<file path="config.mk">
export PLATFORM = sky130hd
export DESIGN_NAME = arb_requester
export DESIGN_NICKNAME = d
export VERILOG_FILES = /design/src/rtl/arb_requester.sv
export SDC_FILE = /design/constraint.sdc
export NUM_CORES = 1
export LEC_CHECK = 0
export BUFFER_PORTS_ARGS = -buffer_cell sky130_fd_sc_hd__buf_2
export CORE_UTILIZATION = 50
export DETAILED_ROUTE_END_ITERATION = 6
export GPL_ROUTABILITY_DRIVEN = 0
export MAX_ROUTING_LAYER = met4
export PLACE_DENSITY = 0.75
export SETUP_SLACK_MARGIN = 0.4
export SLEW_MARGIN = 20
export SYNTH_ARGS = -nofsm -noshare
export SYNTH_HDL_FRONTEND = slang
export SYNTH_SLANG_ARGS = --single-unit
</file>
<file path="constraint.sdc">
create_clock -name clk -period 2.2 [get_ports clk]
set_input_delay 0.11 -clock clk [delete_from_list [all_inputs] [get_ports clk]]
set_output_delay 0.11 -clock clk [all_outputs]
set_load 0.01 [all_outputs]
</file>
<file path="src/rtl/arb_requester.sv">
// Requester-side agent for the 3-master shared-resource arbiter.
// Turns a "transfer N beats" command into req / beats / done, re-requesting on grant loss.
module arb_requester #(
    parameter logic [1:0] MODULE_ID   = 2'b01,
    parameter int         LEN_W       = 8,
    parameter int         REQ_TIMEOUT = 8
) (
    input  logic             clk,
    input  logic             reset,
    input  logic             start,
    input  logic [LEN_W-1:0] len,
    input  logic [1:0]       accmodule,
    output logic             req,
    output logic             done,
    output logic             busy,
    output logic             beat_valid,
    output logic [LEN_W-1:0] remaining,
    output logic [7:0]       nb_preempt
);

    localparam int CNT_W = $clog2(REQ_TIMEOUT);
    localparam logic [CNT_W-1:0] CNT_LAST = CNT_W'(REQ_TIMEOUT - 1);

    typedef enum logic [2:0] {
        S_IDLE,
        S_REQ,
        S_WAIT,
        S_XFER,
        S_DONE
    } state_t;

    state_t           state_q, state_d;
    logic [LEN_W-1:0] rem_q, rem_d;
    logic [CNT_W-1:0] cnt_q, cnt_d;
    logic [7:0]       pre_q, pre_d;
    logic             granted;
    logic             beat;

    assign granted = (accmodule == MODULE_ID);

    // A stale grant seen in REQ, IDLE or DONE never moves data.
    assign beat = ((state_q == S_WAIT) || (state_q == S_XFER))
                  && granted && (rem_q != '0);

    always_comb begin
        state_d = state_q;
        rem_d   = rem_q;
        cnt_d   = cnt_q;
        pre_d   = pre_q;
        unique case (state_q)
            S_IDLE: begin
                if (start && (len != '0)) begin
                    rem_d   = len;
                    state_d = S_REQ;
                end
            end
            S_REQ: begin
                cnt_d   = '0;
                state_d = S_WAIT;
            end
            S_WAIT: begin
                cnt_d = cnt_q + 1'b1;
                if (beat) begin
                    rem_d   = rem_q - LEN_W'(1);
                    state_d = (rem_q == LEN_W'(1)) ? S_DONE : S_XFER;
                end else if (cnt_q == CNT_LAST) begin
                    state_d = S_REQ;
                end
            end
            S_XFER: begin
                if (beat) begin
                    rem_d = rem_q - LEN_W'(1);
                    if (rem_q == LEN_W'(1)) begin
                        state_d = S_DONE;
                    end
                end else begin
                    pre_d   = (pre_q != 8'hFF) ? pre_q + 8'd1 : pre_q;
                    state_d = S_REQ;
                end
            end
            S_DONE: begin
                state_d = S_IDLE;
            end
            default: begin
                state_d = S_IDLE;
            end
        endcase
    end

    always_ff @(posedge clk) begin
        if (reset) begin
            state_q <= S_IDLE;
            rem_q   <= '0;
            cnt_q   <= '0;
            pre_q   <= '0;
        end else begin
            state_q <= state_d;
            rem_q   <= rem_d;
            cnt_q   <= cnt_d;
            pre_q   <= pre_d;
        end
    end

    assign req        = (state_q == S_REQ);
    assign done       = (state_q == S_DONE);
    assign busy       = (state_q != S_IDLE);
    assign beat_valid = beat;
    assign remaining  = rem_q;
    assign nb_preempt = pre_q;

endmodule

</file>
==> results.yml, run 1 <==
power_and_ir_drop:
  power.density_nw_per_um2: 654
  vdd_drop_max_mv: 0.457
  p_leak_nw: 0.690
placed_design:
  place_area_um2: 1610
  dp_hpwl_mm: 2.58
  io_buffer_count: 32
job:
  max_cap_violations: 0
sta:
  period_minus_slack_ps: 1740
  drv_slew: 0
  setup_viol: 0
  final_hold_viol_count: 0
  finClkSkew_ps: 0.901
  worst_pin_slew_ps: 727
  holdWs_ps: 111
  max_slew_margin_pct: 51.2
  finalSetupTns_ps: 0
  rsz0062_at_grt: "yes"
  max_freq_mhz: 574
  finalCritPeriodShare_pct: 79.1
yosys:
  synth.top_cells.by_area: "dfxtp_1 31%, a21oi_1 6.3%, ha_1 5.3%"
  synth_common_cells: "22 x dfxtp_1, 18 x a21oi_1, 16 x nor2_1, 11 x nand2_1, 9 x nand3_1"
  yosys_warnings: 0
  async_reset_ff_share_pct: 0
  ys_seq_area_share_pct: 30.9
  syn_area_um2: 1420
  syn_nets: 196
  syn_inst: 177
  synth_most_common_cell: "dfxtp_1"
  synth_top_area_share_pct: 30.9
  synth_edf_count: 0
  synth.avg_cell_area_um2: 8.04
  yosys.cell_types.count: 47
  synth_top_cell_by_area: "dfxtp_1"
  synthFlopType: "dfxtp_1"
  ys_ff_latch: 22
detailed_routing:
  drtPass1Iterations: 4
  wirelength_mm: 3.89
  via_per_inst: 6.50
  wl_per_cell_um: 16.0
  ant_nets: 0
  drt_iter0_markers: 96
  vias: 1579
  drc: 0
clocking:
  cts_num_sinks: 22
  clk_latency_ps: 310
  cts.path.max_buffers: 2
  root_buffer: "clkbuf_4"
  cts_buffers: 3
  path_clk_slew_ps: 120
  cts_tree: "yes"
  cts_hold_buffers: 0
  cts-htree-levels: 1
critical_path:
  critPathMaxFanout: 10
  worstPathRequired_ps: 2450
  cp-end-kind: "register"
  cp-start-kind: "register"
  crit_type: "reg -> reg"
  worstPathArrival_ps: 1990
final_layout:
  nets: 233
  area_growth_pct: 21.4
  fillers: 213
  fin_area_um2: 1730
  drive_above_1_share_pct: 30.5
  diodes: 0
global_routing:
  grtUsageTotal_pct: 24.7
  grt_pass1_vias: 1355
  grt_max_degree: 24
  grt.overflow.total: 0
  grt_first_pass_wirelength_mm: 6.03
  antenna_found_initial: 0
die:
  dieWidth_um: 55.4
  die_h_um: 55.4
  die_area_um2: 3070
  core_um2: 2590
  io_pins: 33
  initial_core_util_pct: 55.0
  fp-row-count: 18
run_status:
  outcome: "finished, final reports clean"
worst_hold_path:
  min_path_type: "in -> reg"
cells by family after synthesis:
| family | share of synthesized area, % |
|---|---|
| multiplexers | 0.791 |
| AO/OA/AOI/OAI | 28.5 |
| adder cells (fa/ha/maj) | 5.27 |
| AND/OR/NAND/NOR | 28.7 |
| buffers and inverters | 5.80 |
| flip-flops | 30.9 |
metrics by stage:
step / instances / util [%] / power [mW] / worst slack [ps]
2_1_floorplan: 177 / - / 0.731 / 435
3_3_place_gp: 232 / 62.0 / 0.835 / 395
3_5_place_dp: 232 / 62.0 / 0.846 / 248
4_1_cts: 240 / 64.6 / 1.08 / 377
5_1_grt: 243 / 66.7 / 1.19 / 392
6_report: 243 / 66.7 / 1.13 / 459
sequential cells by signal, summed over array words and instances, names as in the netlist:
| name | flops |
|---|---|
| remaining | 8 |
| state_q | 3 |
| cnt_q | 3 |
| nb_preempt | 8 |
what timing repair did:
action,in CTS,in global routing
resized for setup,0,13
buffers inserted,4,2
endpoints found under the setup margin,9,19
cloned,0,1
pin swaps,1,1
per-layer routing:
| layer | routed length [um] | GRT usage, % | vias up |
|---|---|---|---|
| li1 | - | - | 755 |
| met1 | 1670 | 31.2 | 742 |
| met2 | 1870 | 40.1 | 70 |
| met3 | 273 | 3.04 | 12 |
| met4 | 75 | 10.0 | 0 |
| met5 | 0 | - | - |
power by group:
| group | internal (mW) | switching (mW) | total [mW] |
|---|---|---|---|
| combinational | 0.182 | 0.233 | 0.415 |
| clock | 0.101 | 0.127 | 0.228 |
| sequential | 0.430 | 0.0569 | 0.487 |
placed cells by master (no fill, tap or decap), types with 3 or more instances in the layout:
| cell type | Yosys | layout |
|---|---|---|
| ha_1 | 6 | 5 |
| or3_1 | 4 | 4 |
| buf_2 | 3 | 32 |
| nand2b_1 | 3 | 3 |
| nand2_1 | 11 | 11 |
| nor2_1 | 16 | 14 |
| nand3_1 | 9 | 9 |
| or4_1 | 6 | 6 |
| nor4_1 | 3 | 3 |
| dfxtp_1 | 22 | 16 |
| and3_1 | 3 | 3 |
| a21oi_1 | 18 | 18 |
| nor3b_1 | 3 | 3 |
| a22oi_1 | 5 | 5 |
| o21ai_0 | 4 | 4 |
| buf_4 | 1 | 10 |
| dfxtp_2 | 0 | 5 |
| o211ai_1 | 3 | 3 |
| inv_1 | 8 | 7 |
| o32ai_1 | 6 | 6 |
| o31ai_1 | 4 | 4 |
| clkbuf_4 | 0 | 3 |
area by class of cell:
| type | instances | area [um^2] | area share (%) |
|---|---|---|---|
| Clock buffer | 4 | 36.3 | 2.10 |
| Timing Repair Buffer | 43 | 246 | 14.3 |
| Multi-Input combinational cell | 136 | 927 | 53.7 |
| Tap cell | 30 | 37.5 | 2.17 |
| Inverter | 8 | 30.0 | 1.74 |
| Sequential cell | 22 | 450 | 26.1 |
critical path: stages (launching register included):
cell,delay (ps)
dfxtp_2,370
ha_1,250
nand3_1,120
o211ai_1,130
buf_4,200
or4_1,470
a21oi_1,140
final timing paths:
check | from | to | slack (ps) | cells past startpoint
worst max-delay path | nb_preempt[0]$_SDFFE_PP0P_ | nb_preempt[3]$_SDFFE_PP0P_ | 460 | 6
worst min-delay path | len[0] | remaining[0]$_SDFFE_PP0P_ | 110 | 3
worst max register to register | nb_preempt[0]$_SDFFE_PP0P_ | nb_preempt[3]$_SDFFE_PP0P_ | 460 | 6
worst min register to register | remaining[1]$_SDFFE_PP0P_ | remaining[1]$_SDFFE_PP0P_ | 520 | 2
No activity file was read; power rests on OpenSTA's default activity.
==> inputs of run 2 (changes only) <==
Clock period 2.2 ns to 1.8 ns, I/O delays scaled along.
==> run 2 against run 1 <==
Net effect: critical path depth stayed put; power up 42%; register-to-register slack got worse by 380 ps; count of clock-buffer cells in the layout unchanged; utilization up 19 points; sequential power rose by 17%; die area unchanged; cell area increased by 28%; wire length increased by 38%; non-clock buffer count is 27 higher; final cell count rose by 11%; worst setup slack got worse by 380 ps; critical path type unchanged.
==> results.yml, run 2 (synthesis results as in run 1) <==
run_status:
  outcome: "finished, final reports clean"
final_layout:
  fillers: 146
  layout_commonest_cell: "buf_2"
  fin_area_um2: 2210
  diodes: 0
  layout_common_cells: "30 x buf_2, 29 x buf_4, 14 x a21oi_1, 13 x nor2_1, 11 x buf_6"
  area_growth_pct: 55.3
  drive_above_1_share_pct: 52.5
  nets: 260
die:
  initial_core_util_pct: 55.0
  core_um2: 2590
  die_h_um: 55.4
  io_pins: 33
  dieWidth_um: 55.4
  die_area_um2: 3070
  fp-row-count: 18
detailed_routing:
  vias: 1858
  drt_iter0_markers: 162
  drtPass1Iterations: 6
  ant_nets: 0
  wirelength_mm: 5.37
  drc: 0
  via_per_inst: 6.88
  wl_per_cell_um: 19.9
power_and_ir_drop:
  vdd_drop_max_mv: 0.841
  p_leak_nw: 0.895
  power.density_nw_per_um2: 728
global_routing:
  grt.overflow.total: 0
  grtUsageTotal_pct: 30.1
  grt_max_degree: 24
  antenna_found_initial: 0
  grt_first_pass_wirelength_mm: 7.32
  grt_pass1_vias: 1566
clocking:
  cts_tree: "yes"
  root_buffer: "clkbuf_4"
  cts_buffers: 3
  clk_latency_ps: 330
  cts_hold_buffers: 0
  path_clk_slew_ps: 140
  cts.path.max_buffers: 2
  cts-htree-levels: 1
  cts_num_sinks: 22
sta:
  max_freq_mhz: 583
  worst_pin_slew_ps: 523
  drv_slew: 0
  finalCritPeriodShare_pct: 95.3
  period_minus_slack_ps: 1720
  finClkSkew_ps: 9.16
  finalSetupTns_ps: 0
  setup_viol: 0
  rsz0062_at_grt: "yes"
  max_slew_margin_pct: 65.1
  final_hold_viol_count: 0
critical_path:
  critical_path.slowest_cell: "dfxtp_2"
  crit_path_cell_trace: "nor4_4, buf_6, a31oi_4, buf_4, o31ai_1, a21oi_1"
  critPathMaxFanout: 8
  path_buf_inv: 2
  crit_type: "reg -> reg"
  cp-start-kind: "register"
  cp_top_family: "compound AO/OA/AOI/OAI gates"
  cp-end-kind: "register"
  slowest_delay_ps: 360
  worstPathRequired_ps: 2000
  worstPathArrival_ps: 1920
placed_design:
  dp_hpwl_mm: 2.72
  place_area_um2: 1730
  io_buffer_count: 32
worst_hold_path:
  min_path_type: "in -> reg"
job:
  max_cap_violations: 0
==> run 2: path summary, 6_finish.rpt <==
kind / start / endpoint / slack, ps / depth (start not counted)
max: remaining[3]$_SDFFE_PP0P_ / nb_preempt[2]$_SDFFE_PP0P_ / 80 / 6
min: len[0] / remaining[0]$_SDFFE_PP0P_ / 50 / 3
max reg2reg: remaining[3]$_SDFFE_PP0P_ / nb_preempt[2]$_SDFFE_PP0P_ / 80 / 6
min reg2reg: remaining[1]$_SDFFE_PP0P_ / remaining[1]$_SDFFE_PP0P_ / 500 / 2
==> run 2: worst reg2reg max path, cell delays in order (launching register included) <==
cell and delay, ps:
dfxtp_2 360, nor4_4 270, buf_6 180, a31oi_4 140, buf_4 190, o31ai_1 330
a21oi_1 110
==> run 2: power by group <==
| part | switching, mW | internal [mW] |
|---|---|---|
| Combinational | 0.415 | 0.325 |
| Sequential | 0.0473 | 0.525 |
| Clock | 0.173 | 0.124 |
==> run 2: layout make-up <==
cell class	instances	area [um^2]	share of cell area, %
Multi-Input combinational cell	136	1140	51.6
Timing Repair Buffer	70	492	22.2
Sequential cell	22	469	21.2
Tap cell	30	37.5	1.70
Clock buffer	4	36.3	1.64
Inverter	8	35.0	1.58
==> run 2: routing by layer <==
metal | vias to the layer above | share of wire (%) | routed length (um) | GRT usage (%)
met5 | - | 0 | 0 | -
met4 | 0 | 4.0 | 213 | 9.64
met3 | 30 | 9.9 | 534 | 3.75
met2 | 152 | 46 | 2460 | 49.2
met1 | 858 | 40 | 2160 | 38.7
li1 | 818 | - | - | -
==> run 2: timing repair <==
action,in CTS,in global routing
pin swaps,12,12
resized for setup,25,30
gates cloned,1,0
setup endpoints to repair,20,25
setup buffers,17,7
==> run 2: stage by stage <==
step / worst slack (ps) / instances / total power [mW] / hold slack (ps) / utilization (%)
3_5_place_dp: 49.6 / 241 / 1.09 / 395 / 66.8
2_1_floorplan: 111 / 177 / 0.921 / 255 / -
6_report: 84.2 / 270 / 1.61 / 53.0 / 85.4
5_1_grt: 32.0 / 270 / 1.67 / 52.5 / 85.4
4_1_cts: 142 / 263 / 1.48 / 54.1 / 78.2
3_3_place_gp: 106 / 241 / 1.07 / 402 / 66.8
==> inputs of run 3 (changes only) <==
Settings changed: CORE_MARGIN set to 3.
Clock period 1.8 ns to 2.2 ns, I/O delays scaled along.
==> run 3 against run 2 <==
Net effect: sequential power decreased by 15%; maximum frequency decreased by 1.1%; power decreased by 30%; sequential share of layout area increased by 4.9 points; non-clock buffer count decreased by 26; final cell count decreased by 9.6%; first-iteration DRC count decreased by 16%; clock power decreased by 21%; wire length decreased by 26%; cell area decreased by 21%; via count decreased by 15%.
==> results.yml, run 3 (synthesis results as in run 1) <==
power_and_ir_drop:
  p_leak_nw: 0.689
  power.density_nw_per_um2: 652
  vdd_drop_max_mv: 0.477
  fin_total_pwr_mw: 1.13
sta:
  rsz0062_at_grt: "yes"
  max_slew_margin_pct: 52.3
  final_hold_viol_count: 0
  finClkSkew_ps: 11.7
  finalSetupTns_ps: 0
  period_minus_slack_ps: 1740
  worst_pin_slew_ps: 710
  finalCritPeriodShare_pct: 78.9
  drv_slew: 0
  setup_viol: 0
  max_freq_mhz: 576
  holdWs_ps: 73.4
clocking:
  cts_tree: "yes"
  cts_buffers: 3
  path_clk_slew_ps: 130
  cts.path.max_buffers: 2
  cts-htree-levels: 1
  cts_hold_buffers: 0
  root_buffer: "clkbuf_4"
  clk_latency_ps: 330
  cts_num_sinks: 22
final_layout:
  diodes: 0
  layout_commonest_cell: "buf_2"
  area_growth_pct: 22.0
  finish.utilization_pct: 67.1
  layout_common_cells: "32 x buf_2, 18 x a21oi_1, 15 x nor2_1, 15 x dfxtp_1, 11 x nand2_1"
  fin_area_um2: 1740
  fillers: 224
  drive_above_1_share_pct: 30.8
  nets: 234
global_routing:
  grt_first_pass_wirelength_mm: 5.96
  grt_pass1_vias: 1344
  grtUsageTotal_pct: 22.5
  grt_max_degree: 24
  grt.overflow.total: 0
  antenna_found_initial: 0
die:
  die_h_um: 59.4
  dieWidth_um: 59.4
  core_um2: 2590
  io_pins: 33
  initial_core_util_pct: 55.0
  fp-row-count: 18
  die_area_um2: 3520
detailed_routing:
  ant_nets: 0
  drtPass1Iterations: 4
  wirelength_mm: 3.96
  via_per_inst: 6.51
  wl_per_cell_um: 16.2
  drc: 0
  drt_iter0_markers: 136
  vias: 1588
worst_hold_path:
  whs_path_depth: 3
  min_path_type: "in -> reg"
placed_design:
  place_area_um2: 1610
  dp_hpwl_mm: 2.63
  io_buffer_count: 32
critical_path:
  r2r_cells: 5
  worstPathArrival_ps: 1980
  worstPathRequired_ps: 2440
  crit_type: "reg -> reg"
  critPathMaxFanout: 9
  cp-start-kind: "register"
  cp-end-kind: "register"
run_status:
  outcome: "finished, final reports clean"
job:
  max_cap_violations: 0
run 3: timing repair:
action	CTS	global route
pin swaps	2	2
setup buffers	4	2
endpoints found under the setup margin	8	17
gates cloned	0	2
gates resized for setup	1	13
run 3: stage by stage:
step / std cells / setup WS [ps]
floorplan: 177 / 435
CTS: 240 / 378
finish: 244 / 464
detailed placement: 232 / 303
global route: 244 / 379
global placement: 232 / 398
run 3: area by class of cell:
type	count	area, um^2	share of cell area [%]
inverters	8	30.0	1.73
well taps	30	37.5	2.16
repair buffers	44	258	14.8
clock buffers	4	36.3	2.09
multi-input cells	136	921	53.0
flip-flops and latches	22	454	26.2
run 3: path summary, 6_finish.rpt:
kind	end	startpoint	slack [ps]
setup reg to reg	nb_preempt[6]$_SDFFE_PP0P_	remaining[6]$_SDFFE_PP0P_	460
hold reg to reg	remaining[6]$_SDFFE_PP0P_	remaining[6]$_SDFFE_PP0P_	500
setup / recovery	nb_preempt[6]$_SDFFE_PP0P_	remaining[6]$_SDFFE_PP0P_	460
hold / removal	remaining[0]$_SDFFE_PP0P_	len[0]	70
run 3: power by group:
group          switching, mW  total [mW]  internal [mW]  leakage, nW
Combinational          0.230       0.410          0.180        0.486
Clock                  0.135       0.236          0.102       0.0210
Sequential            0.0556       0.486          0.430        0.182
run 3: per-layer routing:
| layer | vias up | track usage (%) | part of all wire [%] |
|---|---|---|---|
| li1 | 764 | - | - |
| met1 | 734 | 29.1 | 42 |
| met2 | 83 | 35.1 | 47 |
| met3 | 7 | 3.49 | 8.9 |
| met4 | 0 | 8.41 | 1.6 |
| met5 | - | - | 0 |
run 3: worst max-delay path, cell delays in order (launching register included):
cell and delay (ps):
dfxtp_2 360, nor4_4 280, buf_6 170, a31oi_4 140
or4_1 490, and3_1 200
